$ cat src/rtl/sw_pkg.sv
// Shared switch definitions: port count, assert/negate levels and the
// output-arbiter state encoding used by osbm_arb.
package sw_pkg;

  localparam int   PORT   = 4;
  localparam logic ASSERT = 1'b1;
  localparam logic NEGATE = 1'b0;

  typedef enum logic {IDLE, BUSY} ARBSTATE;

endpackage

$ cat src/rtl/rr_pick.sv
// Rotate-priority encoder: finds the first set request bit starting at ptr
// and wrapping modulo NIN. Purely combinational.
module rr_pick
  import sw_pkg::*;
#(
  parameter int NIN  = PORT + 1,
  parameter int SELW = (NIN > 1) ? $clog2(NIN) : 1
) (
  input  logic [NIN-1:0]  req,
  input  logic [SELW-1:0] ptr,
  output logic            any,
  output logic [SELW-1:0] idx
);

  int pos;

  // Walk from the farthest position back toward ptr so the candidate closest
  // to ptr in rotation order is the last one written and therefore wins.
  always_comb begin
    any = NEGATE;
    idx = '0;
    pos = 0;
    for (int k = NIN - 1; k >= 0; k--) begin
      pos = int'(ptr) + k;
      if (pos >= NIN) pos = pos - NIN;
      if (req[pos[SELW-1:0]]) begin
        any = ASSERT;
        idx = pos[SELW-1:0];
      end
    end
  end

endmodule

$ cat src/rtl/osbm_arb.sv
// Per-output-port round-robin arbiter. Grants one input for a whole packet
// and releases when that input drops its request.
// Optional idle watchdog built when OSBM_WATCHDOG_EN is defined.
module osbm_arb
  import sw_pkg::*;
#(
  parameter int NIN     = PORT + 1,
  parameter int SELW    = (NIN > 1) ? $clog2(NIN) : 1,
  parameter int TIMEOUT = 64
) (
  input  logic            clk,
  input  logic            rst,
  input  logic [NIN-1:0]  req,
  input  logic [NIN-1:0]  rei,
  output logic [NIN-1:0]  ack,
  output logic [SELW-1:0] sel,
  output logic            vld,
  output logic            err
);

  ARBSTATE         state_q, state_d;
  logic [SELW-1:0] owner_q, owner_d;
  logic [SELW-1:0] ptr_q, ptr_d;
  logic            pickAny;
  logic [SELW-1:0] pickIdx;
  logic            timeoutHit;

  rr_pick #(
    .NIN  (NIN),
    .SELW (SELW)
  ) u_pick (
    .req (req),
    .ptr (ptr_q),
    .any (pickAny),
    .idx (pickIdx)
  );

  // Arbitrate only from IDLE; a release (normal or forced) advances the
  // pointer past the old owner so it drops to lowest priority next round.
  always_comb begin
    state_d = state_q;
    owner_d = owner_q;
    ptr_d   = ptr_q;
    case (state_q)
      IDLE: begin
        if (pickAny) begin
          state_d = BUSY;
          owner_d = pickIdx;
        end
      end
      BUSY: begin
        if (!req[owner_q] || timeoutHit) begin
          state_d = IDLE;
          ptr_d   = (owner_q == SELW'(NIN - 1)) ? '0 : owner_q + 1'b1;
        end
      end
    endcase
  end

  // State, owner and pointer registers; reset drops any grant at once.
  always_ff @(posedge clk) begin
    if (rst) begin
      state_q <= IDLE;
      owner_q <= '0;
      ptr_q   <= '0;
    end else begin
      state_q <= state_d;
      owner_q <= owner_d;
      ptr_q   <= ptr_d;
    end
  end

`ifdef OSBM_WATCHDOG_EN
  localparam int CW = $clog2(TIMEOUT + 1);

  logic [CW-1:0] cnt_q, cnt_d;
  logic          err_q, err_d;

  assign timeoutHit = (state_q == BUSY) && (cnt_q == CW'(TIMEOUT));

  // Count owned cycles without a FIFO pop; cleared while idle so each grant
  // starts from zero, and err is raised for the first cycle after a forced release.
  always_comb begin
    cnt_d = '0;
    err_d = timeoutHit;
    if ((state_q == BUSY) && !rei[owner_q] && !timeoutHit) cnt_d = cnt_q + 1'b1;
  end

  // Watchdog counter and error pulse registers.
  always_ff @(posedge clk) begin
    if (rst) begin
      cnt_q <= '0;
      err_q <= NEGATE;
    end else begin
      cnt_q <= cnt_d;
      err_q <= err_d;
    end
  end

  assign err = err_q;
`else
  logic unusedWd;

  assign timeoutHit = NEGATE;
  assign err        = NEGATE;
  assign unusedWd   = ^{rei, TIMEOUT[0]};
`endif

  // Grant is masked by the live request so it drops the same cycle the owner lets go.
  always_comb begin
    ack = '0;
    if (state_q == BUSY) ack = req & (NIN'(1) << owner_q);
  end

  assign sel = owner_q;
  assign vld = (state_q == BUSY) ? ASSERT : NEGATE;

endmodule

$ cat config.mk
export PLATFORM = sky130hd
export DESIGN_NAME = osbm_arb
export DESIGN_NICKNAME = d
export VERILOG_FILES = /design/src/rtl/sw_pkg.sv /design/src/rtl/rr_pick.sv /design/src/rtl/osbm_arb.sv
export SDC_FILE = /design/constraint.sdc
export NUM_CORES = 1
export LEC_CHECK = 0
export BUFFER_PORTS_ARGS = -buffer_cell sky130_fd_sc_hd__clkbuf_2
export CORE_ASPECT_RATIO = 1.75
export CORE_MARGIN = 2
export CORE_UTILIZATION = 45
export CTS_CLUSTER_SIZE = 25
export DETAILED_ROUTE_END_ITERATION = 16
export MAX_ROUTING_LAYER = met4
export PLACE_DENSITY = 0.65
export SLEW_MARGIN = 5
export SYNTH_ARGS = -nofsm -noshare
export SYNTH_HDL_FRONTEND = slang
export SYNTH_SLANG_ARGS = --single-unit
export TNS_END_PERCENT = 10
$ cat constraint.sdc
create_clock -name clk -period 4.7 [get_ports clk]
set_clock_uncertainty 0.1 [all_clocks]
set_input_delay 0.94 -clock clk [delete_from_list [all_inputs] [get_ports clk]]
set_output_delay 0.94 -clock clk [all_outputs]
set_load 0.01 [all_outputs]
==> results of run 1 <==
[how the worst max path moves through the flow]
stage | startpoint | endpoint | slack (ns) | cells past startpoint
after floorplan | ptr_q[0] | sel[0] | 1.29 | 15
after global placement | ptr_q[2] | sel[0] | 1.24 | 10
after detailed placement | ptr_q[2] | sel[1] | 1.14 | 10
after CTS | ptr_q[2] | sel[1] | 1.08 | 10
after global routing | ptr_q[2] | sel[1] | 0.74 | 10
final | ptr_q[2] | sel[1] | 1.0 | 10
[tightest hold or removal path: stages, from the launching register on]
cell     delay [ns]
dfxtp_1        0.38
nor2_1         0.14
nor3_1         0.05
[cell usage in the layout (no fill, tap or decap), types with 5 or more instances in the layout]
cell,synthesis,final
a21oi_1,10,10
and3_1,8,8
clkbuf_2,0,15
dfxtp_1,7,7
ha_1,14,14
inv_1,11,11
mux2i_1,6,6
nand2_1,14,14
nand2b_1,5,5
nor2_1,22,22
nor2b_1,5,5
o21ai_0,7,7
[flip-flops by register name, summed over array words and instances (netlist names)]
| register | count |
|---|---|
| ptr_q | 3 |
| state_q | 1 |
| sel | 3 |
[Yosys cell counts, types with 2 or more instances]
| library cell | instances |
|---|---|
| or2_2 | 3 |
| mux4_2 | 2 |
| o21ai_0 | 7 |
| a211o_1 | 2 |
| mux4_1 | 3 |
| clkbuf_1 | 5 |
| a31oi_1 | 3 |
| nand2_1 | 14 |
| nor3b_1 | 3 |
| buf_4 | 2 |
| and2_1 | 3 |
| nor3_1 | 4 |
| nand2b_1 | 5 |
| a211oi_1 | 3 |
| a221o_1 | 2 |
| o31ai_1 | 3 |
| buf_2 | 8 |
| nor2b_1 | 5 |
| a311oi_1 | 2 |
| o31a_1 | 3 |
| xnor2_1 | 2 |
| a21o_1 | 3 |
| a21boi_0 | 3 |
| a21oi_1 | 10 |
| dfxtp_1 | 7 |
| ha_1 | 14 |
| nand3_1 | 4 |
| mux2_2 | 2 |
| and3_1 | 8 |
| inv_1 | 11 |
| nor2_1 | 22 |
| a32o_1 | 3 |
| mux2i_1 | 6 |
[kinds of logic (layout without fill, tap and decap cells)]
family	after synthesis	in the layout	synth area share, %
flip-flops	7	7	8.66
buffers and inverters	27	33	7.81
multiplexers	14	14	14.1
AO/OA/AOI/OAI	58	58	27.6
XOR/XNOR	3	3	2.09
AND/OR/NAND/NOR	80	80	27.4
other	1	1	0.232
adder cells (fa/ha/maj)	15	15	12.1
[routing by layer]
metal | up-vias | global-route usage, % | part of all wire (%) | routed length [microns]
met5 | - | - | 0 | 0
li1 | 769 | - | - | -
met4 | 0 | 9.87 | 2.9 | 131
met2 | 53 | 43.7 | 56 | 2540
met3 | 8 | 1.98 | 4.3 | 196
met1 | 771 | 24.3 | 37 | 1660
[power by group through the flow]
stage	combinational [W]	sequential [W]	clock, W
2_1_floorplan	0.000657	0.000114	0
3_3_place_gp	0.000803	0.000116	0
3_5_place_dp	0.000832	0.000118	0
4_1_cts	0.000835	0.000117	0.0000832
5_1_grt	0.000915	0.000124	0.0000880
6_report	0.000840	0.000118	0.0000822
[per-stage QoR]
stage	cell area (sq um)	total power, W	utilization [%]	cells	hold WS, ns
global route	1730	0.00113	51.0	256	0.553
finish	1730	0.00104	51.0	256	0.518
floorplan	1620	0.000771	-	205	0.468
global placement	1690	0.000919	49.7	252	0.482
detailed placement	1690	0.000950	49.7	252	0.484
CTS	1730	0.00104	51.0	256	0.510
[final cells by class]
class / instances / area share (%)
clock buffers: 4 / 2.60
inverters: 11 / 2.38
multi-input cells: 171 / 78.1
flip-flops and latches: 7 / 8.09
well taps: 45 / 3.25
repair buffers: 18 / 5.63
==> impl_metrics.env, run 1 <==
export IMPL_worstPathMaxFanout=20
export IMPL_place_ws_ns=1.14
export IMPL_cts_buffer_depth=2
export IMPL_wl_per_cell_microns=17.7
export IMPL_crit_family="compound AO/OA/AOI/OAI gates"
export IMPL_regArea_sq_um=140
export IMPL_setup_violations=0
export IMPL_r2r_cells=10
export IMPL_diodes=0
export IMPL_numCtsBuffers=3
export IMPL_leakage_nw=0.748
export IMPL_cts_tree="built"
export IMPL_dp_hpwl_microns=3520
export IMPL_cts_max_level=1
export IMPL_cts_root_buf="clkbuf_8"
export IMPL_min_period_ns=3.70
export IMPL_r2r_start="ptr_q[2]"
export IMPL_worst_pin_slew_ns=0.694
export IMPL_cp_end_kind="flop"
export IMPL_min_path_type="reg2reg"
export IMPL_cpMaxStageDelayCell="dfxtp_1"
export IMPL_synthDistinctLibCells=61
export IMPL_whs_path_depth=2
export IMPL_place_congestion=0.868
export IMPL_grt_pass1_wl_microns=7580
export IMPL_first_global_vias=1587
export IMPL_syn_avg_cell_area_sq_um=7.90
export IMPL_die_h_microns=83.4
export IMPL_ys_flop_type="dfxtp_1"
export IMPL_portBuffers=15
export IMPL_core_sq_mm=0.00340
export IMPL_setup_tns_ns=0
export IMPL_nFillCells=367
export IMPL_fp_dieW_microns=49.3
export IMPL_synth_edf_count=0
export IMPL_startpoint_type="flop"
export IMPL_grt_ovfl_total=0
export IMPL_cts_setup_buffers=0
export IMPL_via_per_inst=6.25
export IMPL_nNetsFinal=239
export IMPL_grt_use_total_pct=23.5
export IMPL_ios=22
export IMPL_ctsHoldBuffers=0
export IMPL_area_delta_synth_final_pct=7.03
export IMPL_powerDensity_mw_per_mm2=600
export IMPL_multi_input_area_sq_mm=0.00135
export IMPL_r2r_end="sel[1]"
export IMPL_p_int_w=0.000498
export IMPL_async_flop_share_pct=0
export IMPL_switchingPower_w=0.000542
export IMPL_drtPass1Iterations=4
export IMPL_yosysTopAreaCell="ha_1"
export IMPL_hold_violations=0
export IMPL_drc_errors=0
export IMPL_maxSlewHeadroom_pct=53.7
export IMPL_crit_required_ns=4.72
export IMPL_worstPathArrival_ns=3.72
export IMPL_cts_repair_resized=0
export IMPL_syn_inst=205
export IMPL_status="finished clean"
export IMPL_power_frac_seq_pct=11.4
export IMPL_syn_nets=232
export IMPL_cp_slowest_stage_delay_ns=0.76
export IMPL_cp_buffers_inverters=1
export IMPL_netlist_top_cells_area="ha_1, dfxtp_1, nor2_1, mux4_1, mux2i_1"
export IMPL_antenna_found_initial=0
export IMPL_fin_crit_sh_pct=78.8
export IMPL_initial_core_util_pct=47.6
export IMPL_syn_area_sq_mm=0.00162
export IMPL_worstSkewPairLatency_ns=0.22
export IMPL_netlist_area_leader_share_pct=10.8
export IMPL_route_vias_total=1601
export IMPL_worstHoldStart="state_q"
export IMPL_dieArea_sq_mm=0.00411
export IMPL_dr_first_iter_drc_count=71
export IMPL_cts_sinks=7
export IMPL_combPwrFrac_pct=80.7
export IMPL_ir_drop_uv=463
export IMPL_grt_max_degree=36
export IMPL_rows=28
export IMPL_path_cells="inv_1 > ha_1 > or2_2 > o21ai_0 > o2111ai_1 > a21boi_0 > and2_1 > a31oi_2 > nor2_1 > a311oi_1"
export IMPL_rsz0062_at_grt="false"
export IMPL_fmax_mhz=270
export IMPL_antenna_left=0
export IMPL_drv_cap=0
export IMPL_synth_seq_area_share_pct=8.66
export IMPL_worst_setup_path_type="reg2reg"
export IMPL_slew_viol_final=0
export IMPL_pwr_share_clk_pct=7.9
export IMPL_min_to="state_q"
export IMPL_netSwitchingFraction_pct=52.2
export IMPL_reg2reg_setup_slack_ns=1.0
export IMPL_fin_ws_ns=0.999
export IMPL_drive_gt1_share_pct=18.0
export IMPL_clk_pin_slew_ns=0.04
export IMPL_ys_ff_latch=7
export IMPL_yosysWarnings=0
export IMPL_wl_microns=4530
(Power assumes the default switching activity.)
==> run 2, diff against run 1 <==
clock period = 3.5 ns   (was 4.7 ns; I/O delays follow)
==> impl_metrics.env, run 2 (synthesis gave the netlist of run 1 again) <==
export IMPL_worstSkewPairLatency_ns=0.22
export IMPL_place_congestion=0.932
export IMPL_wl_per_cell_microns=17.2
export IMPL_antenna_found_initial=0
export IMPL_startpoint_type="flop"
export IMPL_antenna_left=0
export IMPL_core_sq_mm=0.00340
export IMPL_slew_viol_final=0
export IMPL_ctsHoldBuffers=0
export IMPL_initial_core_util_pct=47.6
export IMPL_cts_sinks=7
export IMPL_grt_use_total_pct=22.7
export IMPL_worst_setup_path_type="reg2reg"
export IMPL_worstPathArrival_ns=3.17
export IMPL_diodes=0
export IMPL_area_delta_synth_final_pct=8.42
export IMPL_cts_repair_resized=0
export IMPL_rsz0062_at_grt="false"
export IMPL_setup_tns_ns=0
export IMPL_grt_max_degree=36
export IMPL_numCtsBuffers=3
export IMPL_fp_dieW_microns=49.3
export IMPL_clk_pin_slew_ns=0.04
export IMPL_first_global_vias=1539
export IMPL_dpl_cell_area_sq_mm=0.00171
export IMPL_via_per_inst=6.30
export IMPL_wl_microns=4470
export IMPL_dp_hpwl_microns=3550
export IMPL_hold_violations=0
export IMPL_holdWs_ns=0.468
export IMPL_min_path_type="reg2reg"
export IMPL_fin_ws_ns=0.318
export IMPL_powerDensity_mw_per_mm2=799
export IMPL_rows=28
export IMPL_drtPass1Iterations=4
export IMPL_dieArea_sq_mm=0.00411
export IMPL_grt_pass1_wl_microns=7310
export IMPL_cts_setup_buffers=0
export IMPL_drc_errors=0
export IMPL_cts_tree="built"
export IMPL_worstPathMaxFanout=8
export IMPL_ios=22
export IMPL_cp_end_kind="flop"
export IMPL_fmax_mhz=314
export IMPL_cts_root_buf="clkbuf_8"
export IMPL_post_route_cell_area_sq_mm=0.00176
export IMPL_final_cell_mix="nor2_1, clkbuf_2, nand2_1, ha_1, inv_1"
export IMPL_portBuffers=15
export IMPL_route_vias_total=1632
export IMPL_mostFrequentLayoutCell="nor2_1"
export IMPL_min_period_ns=3.18
export IMPL_cts_max_level=1
export IMPL_r2r_cells=11
export IMPL_grt_ovfl_total=0
export IMPL_status="finished clean"
export IMPL_cts_buffer_depth=2
export IMPL_fin_crit_sh_pct=90.9
export IMPL_die_h_microns=83.4
export IMPL_nNetsFinal=242
export IMPL_drive_gt1_share_pct=19.2
export IMPL_whs_path_depth=2
export IMPL_dr_first_iter_drc_count=37
export IMPL_drv_cap=0
export IMPL_ir_drop_uv=522
export IMPL_place_ws_ns=0.327
export IMPL_setup_violations=0
export IMPL_crit_required_ns=3.49
export IMPL_leakage_nw=0.764
[run 2: changes by cell type in the layout (fill, tap and decap cells not counted)]
| cell | delta |
|---|---|
| buf_4 | +3 |
[run 2: through the flow]
stage	instances	util (%)	power, W
after global routing	259	51.7	0.00152
after detailed placement	255	50.3	0.00128
after floorplan	205	-	0.00104
after global placement	255	50.3	0.00125
final	259	51.7	0.00140
after CTS	259	51.7	0.00140
[run 2: layout make-up]
cell class / count / area (sq um)
inverters: 11 / 41.3
fillers: 354 / 1640
repair buffers: 21 / 120
flip-flops and latches: 7 / 140
well taps: 45 / 56.3
multi-input cells: 171 / 1350
clock buffers: 4 / 45.0
[run 2: worst paths after layout]
path                            slack [ns]      from       end
worst max-delay path                  0.32  ptr_q[1]    sel[2]
worst max register to register        0.32  ptr_q[1]    sel[2]
worst min register to register        0.47  ptr_q[1]  ptr_q[1]
worst min-delay path                  0.47  ptr_q[1]  ptr_q[1]
[run 2: critical path, cell delays in order (launching register included)]
cell,delay (ns)
dfxtp_1,0.44
inv_1,0.18
ha_1,0.27
ha_1,0.30
buf_4,0.17
a21boi_2,0.33
nand3_1,0.16
a31oi_1,0.38
o21bai_4,0.13
a221o_1,0.34
a21oi_1,0.16
a211oi_1,0.09
[run 2: per-layer routing]
metal / part of all wire, % / track usage, %
met1: 37 / 24.4
met2: 55 / 41.0
met3: 3.1 / 0.719
met4: 5.4 / 11.9
met5: 0 / -
[run 2: power breakdown]
| part | internal [W] | switching, W | total, W |
|---|---|---|---|
| clock network | 0.0000784 | 0.0000307 | 0.000109 |
| logic | 0.000494 | 0.000644 | 0.00114 |
| registers | 0.000106 | 0.0000492 | 0.000155 |
| total | 0.000679 | 0.000724 | 0.00140 |
==> run 3, diff against run 2 <==
ABC_AREA = 1   (was not set)
PLACE_DENSITY = 0.66   (was 0.65)
==> impl_metrics.env, run 3 <==
export IMPL_status="finished clean"
export IMPL_drc_errors=0
export IMPL_nFillCells=324
export IMPL_initial_core_util_pct=47.6
export IMPL_cts_sinks=7
export IMPL_diodes=0
export IMPL_synthDistinctLibCells=34
export IMPL_cts_root_buf="clkbuf_8"
export IMPL_first_global_vias=1584
export IMPL_portBuffers=15
export IMPL_ys_top_cells_by_count="nand2_1, nand3_1, inv_1"
export IMPL_dieArea_sq_mm=0.00361
export IMPL_path_cells="inv_1 > ha_1 > ha_1 > nand2_1 > nand2_2 > o21ai_1 > nand3_1 > nand2_1 > nand2_1 > nand2_2 > inv_2 > nand3_4 > nand2_4 > nor3_1 > nor2_1"
export IMPL_drive_gt1_share_pct=18.8
export IMPL_syn_nets=266
export IMPL_cpMostUsedCell="nand2_1"
export IMPL_mostFrequentLayoutCell="nand2_1"
export IMPL_dp_cells=294
export IMPL_drtPass1Iterations=5
export IMPL_cp_end_kind="flop"
export IMPL_synth_seq_area_share_pct=9.94
export IMPL_hold_violations=0
export IMPL_worstSkewPairLatency_ns=0.24
export IMPL_fin_ws_ns=0.742
export IMPL_crit_required_ns=3.53
export IMPL_setup_tns_ns=0
export IMPL_area_delta_synth_final_pct=11.1
export IMPL_grt_ovfl_total=0
export IMPL_dp_hpwl_microns=3290
export IMPL_synth_most_common_cell="nand2_1"
export IMPL_startpoint_type="flop"
export IMPL_final_util_pct=52.9
export IMPL_yosysWarnings=0
export IMPL_fp_dieW_microns=46.3
export IMPL_yosysTopAreaCell="nand2_1"
export IMPL_netlist_area_leader_share_pct=20.5
export IMPL_grt_max_degree=17
export IMPL_cts_max_level=1
export IMPL_async_flop_share_pct=0
export IMPL_grt_use_total_pct=27.0
export IMPL_numCtsBuffers=3
export IMPL_wl_per_cell_microns=13.6
export IMPL_setup_violations=0
export IMPL_fmax_mhz=363
export IMPL_final_cell_mix="nand2_1, nand3_1, inv_1, clkbuf_2, ha_1"
export IMPL_layout_cells_non_filler=298
export IMPL_nNetsFinal=284
export IMPL_core_sq_mm=0.00296
export IMPL_antenna_left=0
export IMPL_min_period_ns=2.76
export IMPL_cts_tree="built"
export IMPL_min_path_type="reg2reg"
export IMPL_via_per_inst=5.28
export IMPL_syn_inst=239
export IMPL_antenna_found_initial=0
export IMPL_fin_crit_sh_pct=78.8
export IMPL_die_h_microns=78.1
export IMPL_cp_slowest_stage_delay_ns=0.46
export IMPL_reg2reg_setup_slack_ns=0.74
export IMPL_ctsHoldBuffers=0
export IMPL_cts_repair_resized=0
export IMPL_grt_pass1_wl_microns=7030
export IMPL_place_congestion=0.942
export IMPL_wl_microns=4040
export IMPL_syn_avg_cell_area_sq_um=5.90
export IMPL_drv_cap=0
export IMPL_worstPathMaxFanout=7
export IMPL_cts_buffer_depth=2
export IMPL_synth_edf_count=0
export IMPL_ios=22
export IMPL_netlist_top_cells_area="nand2_1, ha_1, nand3_1, dfxtp_1, inv_1"
export IMPL_rows=26
export IMPL_slew_viol_final=0
export IMPL_place_ws_ns=0.713
export IMPL_worst_setup_path_type="reg2reg"
export IMPL_rsz0062_at_grt="false"
export IMPL_clk_pin_slew_ns=0.04
export IMPL_cts_setup_buffers=0
export IMPL_route_vias_total=1574
export IMPL_syn_area_sq_mm=0.00141
export IMPL_ys_ff_latch=7
export IMPL_ys_flop_type="dfxtp_1"
export IMPL_worstPathArrival_ns=2.79
export IMPL_dr_first_iter_drc_count=51
export IMPL_cpMaxStageDelayCell="dfxtp_1"
## run 3: changes by cell type after synthesis, moves of 6 or more
| cell | delta |
|---|---|
| mux2i_1 | -6 |
| and3_1 | -8 |
| nor2_1 | -12 |
| inv_2 | +6 |
| nand2_2 | +7 |
| nand2_1 | +63 |
| buf_2 | -7 |
| o21ai_1 | +9 |
| inv_1 | +16 |
| nand3_1 | +29 |
## run 3: through the flow
step,instance area (sq um),hold WS (ns)
finish,1570,0.499
global route,1570,0.527
CTS,1570,0.493
detailed placement,1520,0.488
global placement,1520,0.474
floorplan,1410,0.454
## run 3: metal layers
metal	vias up	track usage, %	wire, microns
li1	807	-	-
met1	689	27.5	1550
met2	55	48.2	2150
met3	23	0.690	105
met4	0	14.9	240
met5	-	-	0
## run 3: critical path, delay by kind of cell, from the launching register on
kind | cells | cell delay, ns
and+or+nand+nor | 10 | 1.01
DFF | 1 | 0.46
buffers and inverters | 2 | 0.27
adders and majority gates | 2 | 0.58
AOI/OAI and AO/OA | 1 | 0.21
## run 3: final cells by class
cell class	instances	area (sq um)	share of cell area (%)
Clock buffer	4	45.0	2.88
Inverter	34	130	8.31
Multi-Input combinational cell	195	1120	71.2
Sequential cell	7	140	8.95
Tap cell	42	52.6	3.35
Timing Repair Buffer	16	82.6	5.27
## run 3: logic make-up after synthesis
group,synth area share [%]
AND/OR/NAND/NOR,47.7
flip-flops,9.94
XOR/XNOR,2.40
AO/OA/AOI/OAI,14.9
adder cells (fa/ha/maj),13.8
other,0.266
buffers and inverters,10.9
## run 3: path summary, 6_finish.rpt
kind | startpoint | to | depth (start not counted)
hold reg to reg | sel[1] | sel[1] | 2
hold / removal | sel[1] | sel[1] | 2
setup reg to reg | ptr_q[1] | sel[2] | 15
setup / recovery | ptr_q[1] | sel[2] | 15
Power of run 3 is left out: the tool's default activity adds up to more than one toggle a clock period on the data nets, which glitch-free logic cannot reach.
